--- src/rtl/key_pkg.sv ---
// Shared definitions for the key input chain (debounce filter, release
// detector, click decoder): gesture state encoding and default counts
// for a 50 MHz system clock.
package key_pkg;

    // Default counter width and counts at 50 MHz
    localparam int CNT_W_DEF      = 26;
    localparam int RELEASE_CNT_DEF = 1_000_000;   // 20 ms
    localparam int GAP_CNT_DEF     = 12_500_000;  // 250 ms
    localparam int LONG_CNT_DEF    = 50_000_000;  // 1 s
    localparam int REPEAT_CNT_DEF  = 10_000_000;  // 200 ms

    // Gesture classifier states
    typedef enum logic [2:0] {
        IDLE      = 3'd0,
        PRESS1    = 3'd1,
        GAP       = 3'd2,
        PRESS2    = 3'd3,
        LONG_HOLD = 3'd4
    } key_state_t;

endpackage

--- src/rtl/key_release_det.sv ---
// Release detector: brings the raw key level into the sys_clk domain and
// flags the single cycle in which the key has been seen released for
// RELEASE_CNT consecutive cycles.
module key_release_det
    import key_pkg::*;
#(
    parameter int CNT_W       = CNT_W_DEF,
    parameter int RELEASE_CNT = RELEASE_CNT_DEF
) (
    input  logic sys_clk,
    input  logic sys_rst_n,
    input  logic key_in,
    output logic rel_pulse
);

    localparam logic [CNT_W-1:0] REL_MAX  = CNT_W'(RELEASE_CNT);
    localparam logic [CNT_W-1:0] REL_LAST = CNT_W'(RELEASE_CNT - 1);

    logic             key_meta;
    logic             key_s;
    logic [CNT_W-1:0] rel_cnt;

    // Two-flop synchronizer; reset value is the released level
    always_ff @(posedge sys_clk) begin
        // NOTE: non-blocking here so key_s takes the old key_meta, forming a real two-stage chain.
        if (!sys_rst_n) begin
            key_meta <= 1'b1;
            key_s    <= 1'b1;
        end else begin
            key_meta <= key_in;
            key_s    <= key_meta;
        end
    end

    // Count consecutive released cycles, saturating so the pulse fires only once
    always_ff @(posedge sys_clk) begin
        if (!sys_rst_n || !key_s) begin
            rel_cnt <= '0;
        end else if (rel_cnt != REL_MAX) begin
            rel_cnt <= rel_cnt + CNT_W'(1);
        end
    end

    assign rel_pulse = key_s && (rel_cnt == REL_LAST);

endmodule

--- src/rtl/key_click_decoder.sv ---
// Key gesture decoder: turns debounced press pulses and the raw key level
// into one-cycle single_click / double_click / long_press pulses.
// Optional auto-repeat while a long press is held: define KEY_REPEAT_EN.
module key_click_decoder
    import key_pkg::*;
#(
    parameter int CNT_W       = CNT_W_DEF,
    parameter int RELEASE_CNT = RELEASE_CNT_DEF,
    parameter int GAP_CNT     = GAP_CNT_DEF,
    parameter int LONG_CNT    = LONG_CNT_DEF,
    parameter int REPEAT_CNT  = REPEAT_CNT_DEF
) (
    input  logic sys_clk,
    input  logic sys_rst_n,
    input  logic key_flag,
    input  logic key_in,
    output logic single_click,
    output logic double_click,
    output logic long_press,
    output logic long_repeat,
    output logic busy
);

    localparam longint CNT_LIMIT = longint'(1) << CNT_W;

    // Every count must fit the counters and be at least one cycle
    if (RELEASE_CNT < 1 || GAP_CNT < 1 || LONG_CNT < 1 || REPEAT_CNT < 1 ||
        longint'(RELEASE_CNT) >= CNT_LIMIT || longint'(GAP_CNT) >= CNT_LIMIT ||
        longint'(LONG_CNT) >= CNT_LIMIT || longint'(REPEAT_CNT) >= CNT_LIMIT) begin : g_cfg_check
        $error("key_click_decoder: count parameter out of range for CNT_W");
    end

    localparam logic [CNT_W-1:0] GAP_LAST  = CNT_W'(GAP_CNT - 1);
    localparam logic [CNT_W-1:0] LONG_LAST = CNT_W'(LONG_CNT - 1);

    key_state_t       state;
    logic [CNT_W-1:0] hold_cnt;
    logic [CNT_W-1:0] gap_cnt;
    logic             rel_pulse;

`ifdef KEY_REPEAT_EN
    localparam logic [CNT_W-1:0] REP_LAST = CNT_W'(REPEAT_CNT - 1);
    logic [CNT_W-1:0] rep_cnt;
`else
    assign long_repeat = 1'b0;
`endif

    key_release_det #(
        .CNT_W       (CNT_W),
        .RELEASE_CNT (RELEASE_CNT)
    ) u_release_det (
        .sys_clk   (sys_clk),
        .sys_rst_n (sys_rst_n),
        .key_in    (key_in),
        .rel_pulse (rel_pulse)
    );

    // Gesture classifier with registered one-cycle pulse outputs
    always_ff @(posedge sys_clk) begin
        if (!sys_rst_n) begin
            state        <= IDLE;
            hold_cnt     <= '0;
            gap_cnt      <= '0;
            single_click <= 1'b0;
            double_click <= 1'b0;
            long_press   <= 1'b0;
`ifdef KEY_REPEAT_EN
            rep_cnt      <= '0;
            long_repeat  <= 1'b0;
`endif
        end else begin
            single_click <= 1'b0;
            double_click <= 1'b0;
            long_press   <= 1'b0;
`ifdef KEY_REPEAT_EN
            long_repeat  <= 1'b0;
`endif
            case (state)
                IDLE: begin
                    if (key_flag) begin
                        state    <= PRESS1;
                        hold_cnt <= '0;
                    end
                end
                PRESS1: begin
                    // Long-press timeout outranks a release seen in the same cycle
                    if (hold_cnt == LONG_LAST) begin
                        long_press <= 1'b1;
                        state      <= LONG_HOLD;
`ifdef KEY_REPEAT_EN
                        rep_cnt    <= '0;
`endif
                    end else begin
                        hold_cnt <= hold_cnt + CNT_W'(1);
                        if (rel_pulse) begin
                            state   <= GAP;
                            gap_cnt <= '0;
                        end
                    end
                end
                GAP: begin
                    // A second press wins over the gap timeout in the same cycle
                    if (key_flag) begin
                        state <= PRESS2;
                    end else if (gap_cnt == GAP_LAST) begin
                        single_click <= 1'b1;
                        state        <= IDLE;
                    end else begin
                        gap_cnt <= gap_cnt + CNT_W'(1);
                    end
                end
                PRESS2: begin
                    if (rel_pulse) begin
                        double_click <= 1'b1;
                        state        <= IDLE;
                    end
                end
                LONG_HOLD: begin
                    if (rel_pulse) begin
                        state <= IDLE;
`ifdef KEY_REPEAT_EN
                    end else if (rep_cnt == REP_LAST) begin
                        rep_cnt     <= '0;
                        long_repeat <= 1'b1;
                    end else begin
                        rep_cnt <= rep_cnt + CNT_W'(1);
`endif
                    end
                end
                default: state <= IDLE;
            endcase
        end
    end

    assign busy = (state != IDLE);

endmodule

--- config.mk ---
export PLATFORM = sky130hd
export DESIGN_NAME = key_click_decoder
export DESIGN_NICKNAME = d
export VERILOG_FILES = /design/src/rtl/key_pkg.sv /design/src/rtl/key_release_det.sv /design/src/rtl/key_click_decoder.sv
export SDC_FILE = /design/constraint.sdc
export NUM_CORES = 1
export LEC_CHECK = 0
export ABC_AREA = 1
export CAP_MARGIN = 20
export CORE_ASPECT_RATIO = 1.5
export CORE_MARGIN = 4
export CORE_UTILIZATION = 50
export DETAILED_ROUTE_END_ITERATION = 12
export DONT_BUFFER_PORTS = 1
export GPL_TIMING_DRIVEN = 1
export PLACE_DENSITY_LB_ADDON = 0.25
export SYNTH_ARGS = -nofsm -noshare
export SYNTH_HDL_FRONTEND = slang
export SYNTH_SLANG_ARGS = --single-unit
--- constraint.sdc ---
create_clock -name sys_clk -period 3.7 [get_ports sys_clk]
set_clock_uncertainty 0.2 [all_clocks]
set_input_delay 0.925 -clock sys_clk [delete_from_list [all_inputs] [get_ports sys_clk]]
set_output_delay 0.925 -clock sys_clk [all_outputs]
set_load 0.01 [all_outputs]
==> metrics.txt, run 1 <==
# TYPE chip_impl_metric gauge
chip_impl_info{name="run_status",value="finished clean"} 1
chip_impl_metric{name="grt_max_degree",unit=""} 25
chip_impl_metric{name="clock_tree.buffer_depth",unit=""} 2
chip_impl_metric{name="layout_setup_ws",unit="ps"} 1370
chip_impl_metric{name="slew_headroom",unit="%"} 51.3
chip_impl_metric{name="dp_worst_setup_slack",unit="ps"} 1360
chip_impl_metric{name="row_count",unit=""} 46
chip_impl_metric{name="cts-htree-levels",unit=""} 3
chip_impl_metric{name="die-area",unit="um2"} 12800
chip_impl_metric{name="max_clock_freq",unit="MHz"} 428
chip_impl_metric{name="fraction_of_final_layout_cells_with_drive_strength_greater_than_1",unit="%"} 12.2
chip_impl_metric{name="synthesis.nets",unit=""} 855
chip_impl_info{name="postSynth.topFlopCell",value="sky130_fd_sc_hd__dfxtp_1"} 1
chip_impl_metric{name="vdd_ir_drop_max",unit="V"} 0.000294
chip_impl_info{name="rsz0062_at_grt",value="no"} 1
chip_impl_metric{name="postLayoutCoreUtil",unit="%"} 54.9
chip_impl_metric{name="insertedDiodeCount",unit=""} 0
chip_impl_metric{name="share_clk_of_total_power",unit="%"} 32.4
chip_impl_metric{name="synth.avg_cell_area",unit="um2"} 6.49
chip_impl_metric{name="initial_core_util",unit="%"} 51.6
chip_impl_info{name="critPathLaunchType",value="register"} 1
chip_impl_metric{name="required",unit="ps"} 2570
chip_impl_info{name="clockRootBuffer",value="sky130_fd_sc_hd__clkbuf_16"} 1
chip_impl_metric{name="hold_viol_final",unit=""} 0
chip_impl_metric{name="gp_congestion",unit=""} 0.993
chip_impl_info{name="ys_top_cells_by_area",value="sky130_fd_sc_hd__dfxtp_1, sky130_fd_sc_hd__nand2_1, sky130_fd_sc_hd__nor2_1"} 1
chip_impl_metric{name="via_count",unit=""} 5259
chip_impl_metric{name="standard_cell_core_area",unit="um2"} 10600
chip_impl_metric{name="synthSimpleGateAreaFrac",unit="%"} 45.2
chip_impl_info{name="layout_commonest_cell",value="sky130_fd_sc_hd__nand2_1"} 1
chip_impl_info{name="netlist.top_cell.by_area",value="sky130_fd_sc_hd__dfxtp_1"} 1
chip_impl_info{name="worst_setup_path_end_kind",value="output port"} 1
chip_impl_metric{name="max_cap_viol_count",unit=""} 0
chip_impl_metric{name="worstSkewPairLatency",unit="ps"} 340
chip_impl_metric{name="die-height",unit="um"} 136
chip_impl_metric{name="chipWidth",unit="um"} 93.6
chip_impl_metric{name="io_buffer_count",unit=""} 0
chip_impl_metric{name="power.net_switching",unit="W"} 0.00112
chip_impl_metric{name="grt_antenna_before_repair",unit=""} 0
chip_impl_info{name="synth_top_family_by_area",value="simple AND/OR/NAND/NOR gates"} 1
chip_impl_metric{name="post_cts_resized",unit=""} 0
chip_impl_metric{name="power.density",unit="nW/um2"} 502
chip_impl_info{name="hold_path_class",value="register to register"} 1
chip_impl_metric{name="number_of_global_route_vias_before_repair",unit=""} 5169
chip_impl_info{name="critical-path-top-delay-family",value="flip-flops"} 1
chip_impl_metric{name="detail_route.drc_violations",unit=""} 0
chip_impl_metric{name="first_pass_grt_wire_length",unit="mm"} 23.3
chip_impl_metric{name="critPathMaxFanout",unit=""} 5
chip_impl_info{name="worst_path_max_delay_cell",value="sky130_fd_sc_hd__dfxtp_1"} 1
chip_impl_metric{name="hpwl_reported_at_the_end_of_detailed_placement",unit="mm"} 10.2
chip_impl_metric{name="clock_transition_time_at_the_flip_flop_clock_pins_of_the_worst_setup_and_hold_paths",unit="ps"} 70
chip_impl_metric{name="proportion_of_synthesized_chip_area_in_sequential_cells",unit="%"} 31.3
chip_impl_metric{name="parity_gate_share_of_the_synthesized_area_counting_xor_and_xnor_cells",unit="%"} 1.91
chip_impl_metric{name="setup_viol",unit=""} 0
chip_impl_metric{name="grt_overflow_total",unit=""} 0
chip_impl_metric{name="worst_slew_pin_slew",unit="ps"} 730
chip_impl_metric{name="io-pin-count",unit=""} 9
chip_impl_metric{name="cts.repair_timing.setup_buffer_count",unit=""} 0
chip_impl_metric{name="drv_slew",unit=""} 0
chip_impl_metric{name="final_nets",unit=""} 847
chip_impl_metric{name="synth.mux.area_fraction",unit="%"} 0
chip_impl_metric{name="seq_power_share",unit="%"} 38.2
chip_impl_metric{name="post_layout_nonfiller_instances",unit=""} 988
chip_impl_metric{name="adder_and_majority_cell_fraction_of_the_synthesized_area",unit="%"} 0.911
chip_impl_metric{name="max_stage_delay",unit="ps"} 460
chip_impl_metric{name="numCtsBuffers",unit=""} 9
chip_impl_metric{name="fill_cells",unit=""} 1059
chip_impl_metric{name="p_sw_share",unit="%"} 38.3
chip_impl_metric{name="synthArstFlopShare",unit="%"} 0
chip_impl_metric{name="post_drt_wl_per_cell",unit="um"} 13.6
chip_impl_metric{name="yosys.area.top_type_share",unit="%"} 31.3
chip_impl_metric{name="avgViaCountPerCell",unit=""} 5.32
chip_impl_metric{name="cts_hold_buf",unit=""} 0
chip_impl_info{name="timing_worst_setup_path_type",value="register to output port"} 1
chip_impl_metric{name="arrival",unit="ps"} 1210
chip_impl_metric{name="internal_power",unit="W"} 0.00181
chip_impl_metric{name="ys_warnings",unit=""} 0
chip_impl_metric{name="synth_compound_area_share",unit="%"} 11.0
chip_impl_metric{name="route.final.wire_length",unit="mm"} 13.5
chip_impl_metric{name="number_of_enable_flip_flop_cells_after_synthesis",unit=""} 0
chip_impl_info{name="tritoncts",value="done"} 1
chip_impl_metric{name="timing.critical_path.buf_inv",unit=""} 2
chip_impl_metric{name="setup_tns",unit="ps"} 0
chip_impl_metric{name="clock_sink_count",unit=""} 86
chip_impl_metric{name="synth_cells",unit=""} 847
chip_impl_metric{name="initialDrtViolationCount",unit=""} 331
chip_impl_metric{name="global_route.usage.total",unit="%"} 22.4
chip_impl_metric{name="syn_area",unit="um2"} 5500
chip_impl_metric{name="placed_cells",unit=""} 972
chip_impl_metric{name="fin_crit_sh",unit="%"} 63.1
chip_impl_metric{name="power.static_leakage",unit="nW"} 2.07
chip_impl_info{name="commonest_non_fill_non_tap_cells_in_the_layout",value="sky130_fd_sc_hd__nand2_1, sky130_fd_sc_hd__nor2_1, sky130_fd_sc_hd__dfxtp_1"} 1
chip_impl_metric{name="p_comb_share",unit="%"} 29.4
chip_impl_metric{name="synth.distinct_cells",unit=""} 52
chip_impl_metric{name="dr.pass1.iters",unit=""} 7
chip_impl_metric{name="ys_seq_elements",unit=""} 86
chip_impl_metric{name="areaGrowthSynthToFinish",unit="%"} 6.28
chip_impl_metric{name="min_period",unit="ps"} 2330
chip_impl_metric{name="drt.antenna.violating_nets",unit=""} 0
chip_impl_info{name="path_cells",value="inv_2, nand2_4, inv_1, nand2_1"} 1
[routing by layer]
metal  global-route usage (%)  part of all wire (%)  up-vias  wire, um
li1                         -                     -     2704         -
met1                     24.1                    39     2365      5260
met2                     42.0                    53      143      7110
met3                     3.60                   4.2       47       570
met4                     10.4                   3.9        0       519
met5                        0                     0        -         0
[synthesized netlist by cell type (2+ instances only)]
library cell	instances
sky130_fd_sc_hd__buf_6	7
sky130_fd_sc_hd__dfxtp_1	86
sky130_fd_sc_hd__inv_4	2
sky130_fd_sc_hd__inv_2	11
sky130_fd_sc_hd__buf_4	2
sky130_fd_sc_hd__nand3_4	2
sky130_fd_sc_hd__nand3_1	68
sky130_fd_sc_hd__nor3_2	2
sky130_fd_sc_hd__o21a_1	4
sky130_fd_sc_hd__or2_2	2
sky130_fd_sc_hd__nand2_1	221
sky130_fd_sc_hd__ha_1	4
sky130_fd_sc_hd__nor3_1	30
sky130_fd_sc_hd__buf_2	2
sky130_fd_sc_hd__a31oi_1	2
sky130_fd_sc_hd__nor2_1	137
sky130_fd_sc_hd__nor2_8	2
sky130_fd_sc_hd__a21oi_2	14
sky130_fd_sc_hd__xnor2_1	3
sky130_fd_sc_hd__inv_1	82
sky130_fd_sc_hd__o21ai_1	7
sky130_fd_sc_hd__nand3_2	13
sky130_fd_sc_hd__clkbuf_1	8
sky130_fd_sc_hd__o21ai_0	19
sky130_fd_sc_hd__a21oi_1	45
sky130_fd_sc_hd__nand2_4	6
sky130_fd_sc_hd__nor2_4	7
sky130_fd_sc_hd__nand2_2	3
sky130_fd_sc_hd__xor2_1	9
sky130_fd_sc_hd__nor4_1	3
sky130_fd_sc_hd__nand4_1	10
sky130_fd_sc_hd__nor2_2	14
[power by group through the flow]
stage / Clock [W] / Combinational [W] / Sequential (W)
4_1_cts: 0.000973 / 0.000869 / 0.00112
3_5_place_dp: 0 / 0.000866 / 0.00114
2_1_floorplan: 0 / 0.000828 / 0.00110
5_1_grt: 0.00101 / 0.000966 / 0.00114
6_report: 0.000951 / 0.000863 / 0.00112
3_3_place_gp: 0 / 0.000847 / 0.00114
[per-stage QoR]
step / hold slack (ps) / instance area (um2) / power [W]
CTS: 227 / 5840 / 0.00296
detailed placement: 210 / 5530 / 0.00200
finish: 219 / 5840 / 0.00293
floorplan: 193 / 5500 / 0.00193
global route: 245 / 5840 / 0.00311
global placement: 197 / 5530 / 0.00198
[flip-flops by register name, summed over array words and instances (netlist names)]
register and flops:
single_click 1, hold_cnt 26, gap_cnt 26, u_release_det.rel_cnt 26
u_release_det.key_s 1, long_press 1, u_release_det.key_meta 1, state 3
double_click 1
[final timing paths]
path / cells after the start / start / to / slack, ps
worst max register to register: 11 / hold_cnt[0]$_SDFFE_PN0P_ / hold_cnt[13]$_SDFFE_PN0P_ / 1380
worst max-delay path: 4 / state[2]$_SDFFE_PN0P_ / busy / 1370
worst min register to register: 1 / u_release_det.key_meta$_SDFF_PN1_ / u_release_det.key_s$_SDFF_PN1_ / 220
worst min-delay path: 1 / u_release_det.key_meta$_SDFF_PN1_ / u_release_det.key_s$_SDFF_PN1_ / 220
[area by class of cell]
type	count	area (um2)	share of cell area [%]
clock buffer	10	239	4.09
clock inverter	6	72.6	1.24
inverter	96	370	6.34
multi-input combinational	645	3250	55.6
sequential	86	1720	29.5
tap	144	180	3.08
timing repair buffer	1	7.51	0.129
[cell families after synthesis]
group,Yosys count
simple gates,527
other cells,1
fa+ha+maj,4
compound gates,101
flops,86
xor+xnor,12
buf+inv,116
[worst register-to-register path: cells and delay by family, from the launching register on]
kind	cells	cell delay (ps)
flops	1	370
compound gates	1	90
buf+inv	1	150
fa+ha+maj	1	180
simple gates	8	1270
Power figures use the tool's default switching activity.
==> inputs of run 2 (changes only) <==
--- a/config.mk
+++ b/config.mk
@@ -5,7 +5,7 @@
 export SDC_FILE = /design/constraint.sdc
 export NUM_CORES = 1
 export LEC_CHECK = 0
-export ABC_AREA = 1
+export ABC_AREA = 0
 export CAP_MARGIN = 20
 export CORE_ASPECT_RATIO = 1.5
 export CORE_MARGIN = 4
==> constraint.sdc (replaced) <==
create_clock -name sys_clk -period 2.3 [get_ports sys_clk]
set_clock_uncertainty 0.2 [all_clocks]
set_input_delay 0.575 -clock sys_clk [delete_from_list [all_inputs] [get_ports sys_clk]]
set_output_delay 0.575 -clock sys_clk [all_outputs]
set_load 0.01 [all_outputs]
==> metrics.txt, run 2 <==
# TYPE chip_impl_metric gauge
chip_impl_info{name="run_status",value="finished with violations"} 1
chip_impl_info{name="failed_checks",value="negative setup slack"} 1
chip_impl_metric{name="route.final.wire_length",unit="mm"} 11.4
chip_impl_metric{name="regArea",unit="um2"} 1720
chip_impl_metric{name="clock_sink_count",unit=""} 86
chip_impl_info{name="r2r_end",value="gap_cnt[7]$_SDFFE_PN0P_"} 1
chip_impl_metric{name="synthesis.nets",unit=""} 551
chip_impl_metric{name="grt_overflow_total",unit=""} 0
chip_impl_metric{name="final_nets",unit=""} 629
chip_impl_metric{name="drt.antenna.violating_nets",unit=""} 0
chip_impl_info{name="layout_commonest_cell",value="sky130_fd_sc_hd__dfxtp_1"} 1
chip_impl_metric{name="synthSimpleGateAreaFrac",unit="%"} 33.2
chip_impl_metric{name="layout_setup_ws",unit="ps"} -236
chip_impl_metric{name="first_pass_grt_wire_length",unit="mm"} 18.8
chip_impl_metric{name="setup_viol",unit=""} 48
chip_impl_metric{name="io-pin-count",unit=""} 9
chip_impl_metric{name="numCtsBuffers",unit=""} 9
chip_impl_metric{name="synth.avg_cell_area",unit="um2"} 8.01
chip_impl_metric{name="synthArstFlopShare",unit="%"} 0
chip_impl_metric{name="required",unit="ps"} 2330
chip_impl_metric{name="ys_seq_elements",unit=""} 86
chip_impl_info{name="hold_path_class",value="input pin to register"} 1
chip_impl_metric{name="proportion_of_synthesized_chip_area_in_sequential_cells",unit="%"} 39.6
chip_impl_info{name="timing_worst_setup_path_type",value="register to register"} 1
chip_impl_metric{name="hpwl_reported_at_the_end_of_detailed_placement",unit="mm"} 7.92
chip_impl_metric{name="initialDrtViolationCount",unit=""} 249
chip_impl_metric{name="row_count",unit=""} 41
chip_impl_metric{name="min_period",unit="ps"} 2540
chip_impl_info{name="ys_top_cells_by_area",value="sky130_fd_sc_hd__dfxtp_1, sky130_fd_sc_hd__nor2_1, sky130_fd_sc_hd__a21oi_1"} 1
chip_impl_metric{name="post_drt_wl_per_cell",unit="um"} 15.5
chip_impl_info{name="commonest_non_fill_non_tap_cells_in_the_layout",value="sky130_fd_sc_hd__dfxtp_1, sky130_fd_sc_hd__buf_4, sky130_fd_sc_hd__nor2_1"} 1
chip_impl_metric{name="slew_headroom",unit="%"} 64.9
chip_impl_metric{name="ff2ff_path_depth",unit=""} 7
chip_impl_info{name="critical-path-top-delay-family",value="simple AND/OR/NAND/NOR gates"} 1
chip_impl_info{name="synthMostInstantiatedCell",value="sky130_fd_sc_hd__dfxtp_1"} 1
chip_impl_metric{name="power.static_leakage",unit="nW"} 2.11
chip_impl_metric{name="grt_antenna_before_repair",unit=""} 0
chip_impl_metric{name="dr.pass1.iters",unit=""} 4
chip_impl_metric{name="hold_viol_final",unit=""} 0
chip_impl_metric{name="clock_tree.buffer_depth",unit=""} 2
chip_impl_metric{name="ys_warnings",unit=""} 0
chip_impl_metric{name="chipWidth",unit="um"} 84.1
chip_impl_info{name="hold_end",value="u_release_det.key_meta$_SDFF_PN1_"} 1
chip_impl_metric{name="multiInputGateArea",unit="um2"} 2710
chip_impl_metric{name="min_delay_path_depth",unit=""} 1
chip_impl_metric{name="io_buffer_count",unit=""} 0
chip_impl_metric{name="initial_core_util",unit="%"} 51.4
chip_impl_metric{name="die-height",unit="um"} 122
chip_impl_metric{name="arrival",unit="ps"} 2560
chip_impl_info{name="netlist.top_cell.by_area",value="sky130_fd_sc_hd__dfxtp_1"} 1
chip_impl_info{name="critPathLaunchType",value="register"} 1
chip_impl_metric{name="vdd_ir_drop_max",unit="V"} 0.000417
chip_impl_metric{name="grt_max_degree",unit=""} 31
chip_impl_info{name="tritoncts",value="done"} 1
chip_impl_metric{name="timing.critical_path.buf_inv",unit=""} 1
chip_impl_metric{name="fraction_of_final_layout_cells_with_drive_strength_greater_than_1",unit="%"} 26.0
chip_impl_metric{name="hold-worst-slack",unit="ps"} 122
chip_impl_metric{name="setup_tns",unit="ps"} -6820
chip_impl_metric{name="die-area",unit="um2"} 10300
chip_impl_metric{name="detail_route.drc_violations",unit=""} 0
chip_impl_info{name="postSynth.topFlopCell",value="sky130_fd_sc_hd__dfxtp_1"} 1
chip_impl_metric{name="yosys.area.top_type_share",unit="%"} 39.6
chip_impl_metric{name="syn_area",unit="um2"} 4350
chip_impl_metric{name="drv_slew",unit=""} 0
chip_impl_info{name="path_cells",value="or4_4, or4_4, o21ai_4, o21a_4, buf_12, nor3_2, o221a_1"} 1
chip_impl_metric{name="clock_transition_time_at_the_flip_flop_clock_pins_of_the_worst_setup_and_hold_paths",unit="ps"} 60
chip_impl_metric{name="number_of_enable_flip_flop_cells_after_synthesis",unit=""} 0
chip_impl_metric{name="parity_gate_share_of_the_synthesized_area_counting_xor_and_xnor_cells",unit="%"} 5.84
chip_impl_info{name="critPathMostFrequentCell",value="sky130_fd_sc_hd__or4_4"} 1
chip_impl_info{name="crit-reg2reg-launch",value="hold_cnt[8]$_SDFFE_PN0P_"} 1
chip_impl_metric{name="power.density",unit="nW/um2"} 547
chip_impl_metric{name="synth_cells",unit=""} 543
chip_impl_metric{name="worstSkewPairLatency",unit="ps"} 340
chip_impl_metric{name="insertedDiodeCount",unit=""} 0
chip_impl_metric{name="synth_compound_area_share",unit="%"} 15.7
chip_impl_info{name="rsz0062_at_grt",value="yes"} 1
chip_impl_metric{name="number_of_global_route_vias_before_repair",unit=""} 4204
chip_impl_info{name="start_point_of_the_worst_min_delay_path",value="sys_rst_n"} 1
chip_impl_metric{name="gp_congestion",unit=""} 0.880
chip_impl_metric{name="global_route.usage.total",unit="%"} 22.5
chip_impl_metric{name="areaGrowthSynthToFinish",unit="%"} 31.4
chip_impl_metric{name="standard_cell_core_area",unit="um2"} 8460
chip_impl_metric{name="max_clock_freq",unit="MHz"} 394
chip_impl_metric{name="adder_and_majority_cell_fraction_of_the_synthesized_area",unit="%"} 1.15
chip_impl_metric{name="synth.distinct_cells",unit=""} 52
chip_impl_info{name="worst_setup_path_end_kind",value="register"} 1
chip_impl_metric{name="avgViaCountPerCell",unit=""} 5.91
chip_impl_metric{name="worst_slew_pin_slew",unit="ps"} 522
chip_impl_metric{name="max_cap_viol_count",unit=""} 0
chip_impl_metric{name="r2r_setup_slack",unit="ps"} -240
chip_impl_metric{name="cts-htree-levels",unit=""} 3
chip_impl_info{name="synth_top_family_by_area",value="simple AND/OR/NAND/NOR gates"} 1
chip_impl_info{name="synth_top_cells_by_count",value="sky130_fd_sc_hd__dfxtp_1, sky130_fd_sc_hd__nor2_1, sky130_fd_sc_hd__nand2_1, sky130_fd_sc_hd__a21oi_1, sky130_fd_sc_hd__nand3_1"} 1
chip_impl_metric{name="fill_cells",unit=""} 695
chip_impl_info{name="clockRootBuffer",value="sky130_fd_sc_hd__clkbuf_16"} 1
chip_impl_metric{name="critPathMaxFanout",unit=""} 9
chip_impl_info{name="worst_path_max_delay_cell",value="sky130_fd_sc_hd__or4_4"} 1
chip_impl_metric{name="max_stage_delay",unit="ps"} 590
chip_impl_metric{name="via_count",unit=""} 4332
chip_impl_metric{name="fin_crit_sh",unit="%"} 110
chip_impl_metric{name="synth.mux.area_fraction",unit="%"} 0.460
chip_impl_info{name="layout_top_registers",value="gap_cnt: 26 flops, hold_cnt: 26 flops, u_release_det.rel_cnt: 26 flops"} 1
-- run 2: cell types whose count changed after synthesis, moves of 13 or more --
cell | previous run | this run
sky130_fd_sc_hd__nand2_1 | 221 | 49
sky130_fd_sc_hd__inv_1 | 82 | 10
sky130_fd_sc_hd__nor2_1 | 137 | 66
sky130_fd_sc_hd__nand3_1 | 68 | 38
sky130_fd_sc_hd__or3_1 | 0 | 15
sky130_fd_sc_hd__a21oi_2 | 14 | 0
sky130_fd_sc_hd__and3_1 | 1 | 15
sky130_fd_sc_hd__nor2_2 | 14 | 0
sky130_fd_sc_hd__nand3_2 | 13 | 0
-- run 2: per-stage QoR --
stage / utilization, % / setup WS, ps / instances / instance area [um2] / total power (W)
floorplan: - / -76.7 / 543 / 4400 / 0.00163
global placement: 60.4 / -158 / 712 / 5110 / 0.00167
CTS: 64.8 / -204 / 730 / 5490 / 0.00315
global route: 67.5 / -272 / 733 / 5710 / 0.00324
detailed placement: 60.4 / -188 / 712 / 5110 / 0.00167
finish: 67.5 / -236 / 733 / 5710 / 0.00313
-- run 2: how the worst max path moves through the flow --
stage | start | endpoint | slack, ps | depth (start not counted)
after detailed placement | hold_cnt[8]$_SDFFE_PN0P_ | gap_cnt[7]$_SDFFE_PN0P_ | -190 | 7
after floorplan | hold_cnt[8]$_SDFFE_PN0P_ | gap_cnt[7]$_SDFFE_PN0P_ | -80 | 7
after global placement | hold_cnt[8]$_SDFFE_PN0P_ | gap_cnt[7]$_SDFFE_PN0P_ | -160 | 7
final | hold_cnt[8]$_SDFFE_PN0P_ | gap_cnt[7]$_SDFFE_PN0P_ | -240 | 7
after global routing | hold_cnt[8]$_SDFFE_PN0P_ | gap_cnt[7]$_SDFFE_PN0P_ | -270 | 7
after CTS | hold_cnt[8]$_SDFFE_PN0P_ | gap_cnt[15]$_SDFFE_PN0P_ | -200 | 8
-- run 2: repair_timing --
action                     CTS  global route
cloned                       0             2
setup buffers                2             1
gates resized for setup     18            33
pin swaps                    9            12
hold buffers                 0             0
setup endpoints to repair   42            49
-- run 2: routing by layer --
layer | GRT usage, % | vias to the layer above | share of wire [%]
met5 | 0 | - | 0
met4 | 10.3 | 0 | 2.7
met3 | 4.63 | 26 | 4.2
met2 | 40.7 | 100 | 52
met1 | 25.2 | 2065 | 41
li1 | - | 2141 | -
-- run 2: cell type report --
cell class / count / area share [%]
Tap cell: 107 / 2.34
Inverter: 10 / 0.657
Clock inverter: 4 / 0.788
Timing Repair Buffer: 93 / 14.1
Clock buffer: 12 / 4.49
Sequential cell: 86 / 30.2
Multi-Input combinational cell: 421 / 47.4
-- run 2: worst reg2reg max path: cells and delay by family (launching register included) --
family	cells	cell delay, ps
and+or+nand+nor	3	1170
buffers and inverters	1	140
AOI/OAI and AO/OA	3	590
DFF	1	320
-- run 2: cells by family after synthesis --
family	after synthesis
buffers and inverters	36
muxes	2
AOI/OAI and AO/OA	109
xor gates and xnor gates	29
adders and majority gates	4
and+or+nand+nor	276
DFF	86
other	1
-- run 2: power by group --
group          leakage (nW)  switching [W]  internal [W]
Clock                 0.152       0.000577      0.000895
Combinational          1.27      0.0000944     0.0000583
Sequential            0.694     0.00000429       0.00150
Total                  2.11       0.000676       0.00245
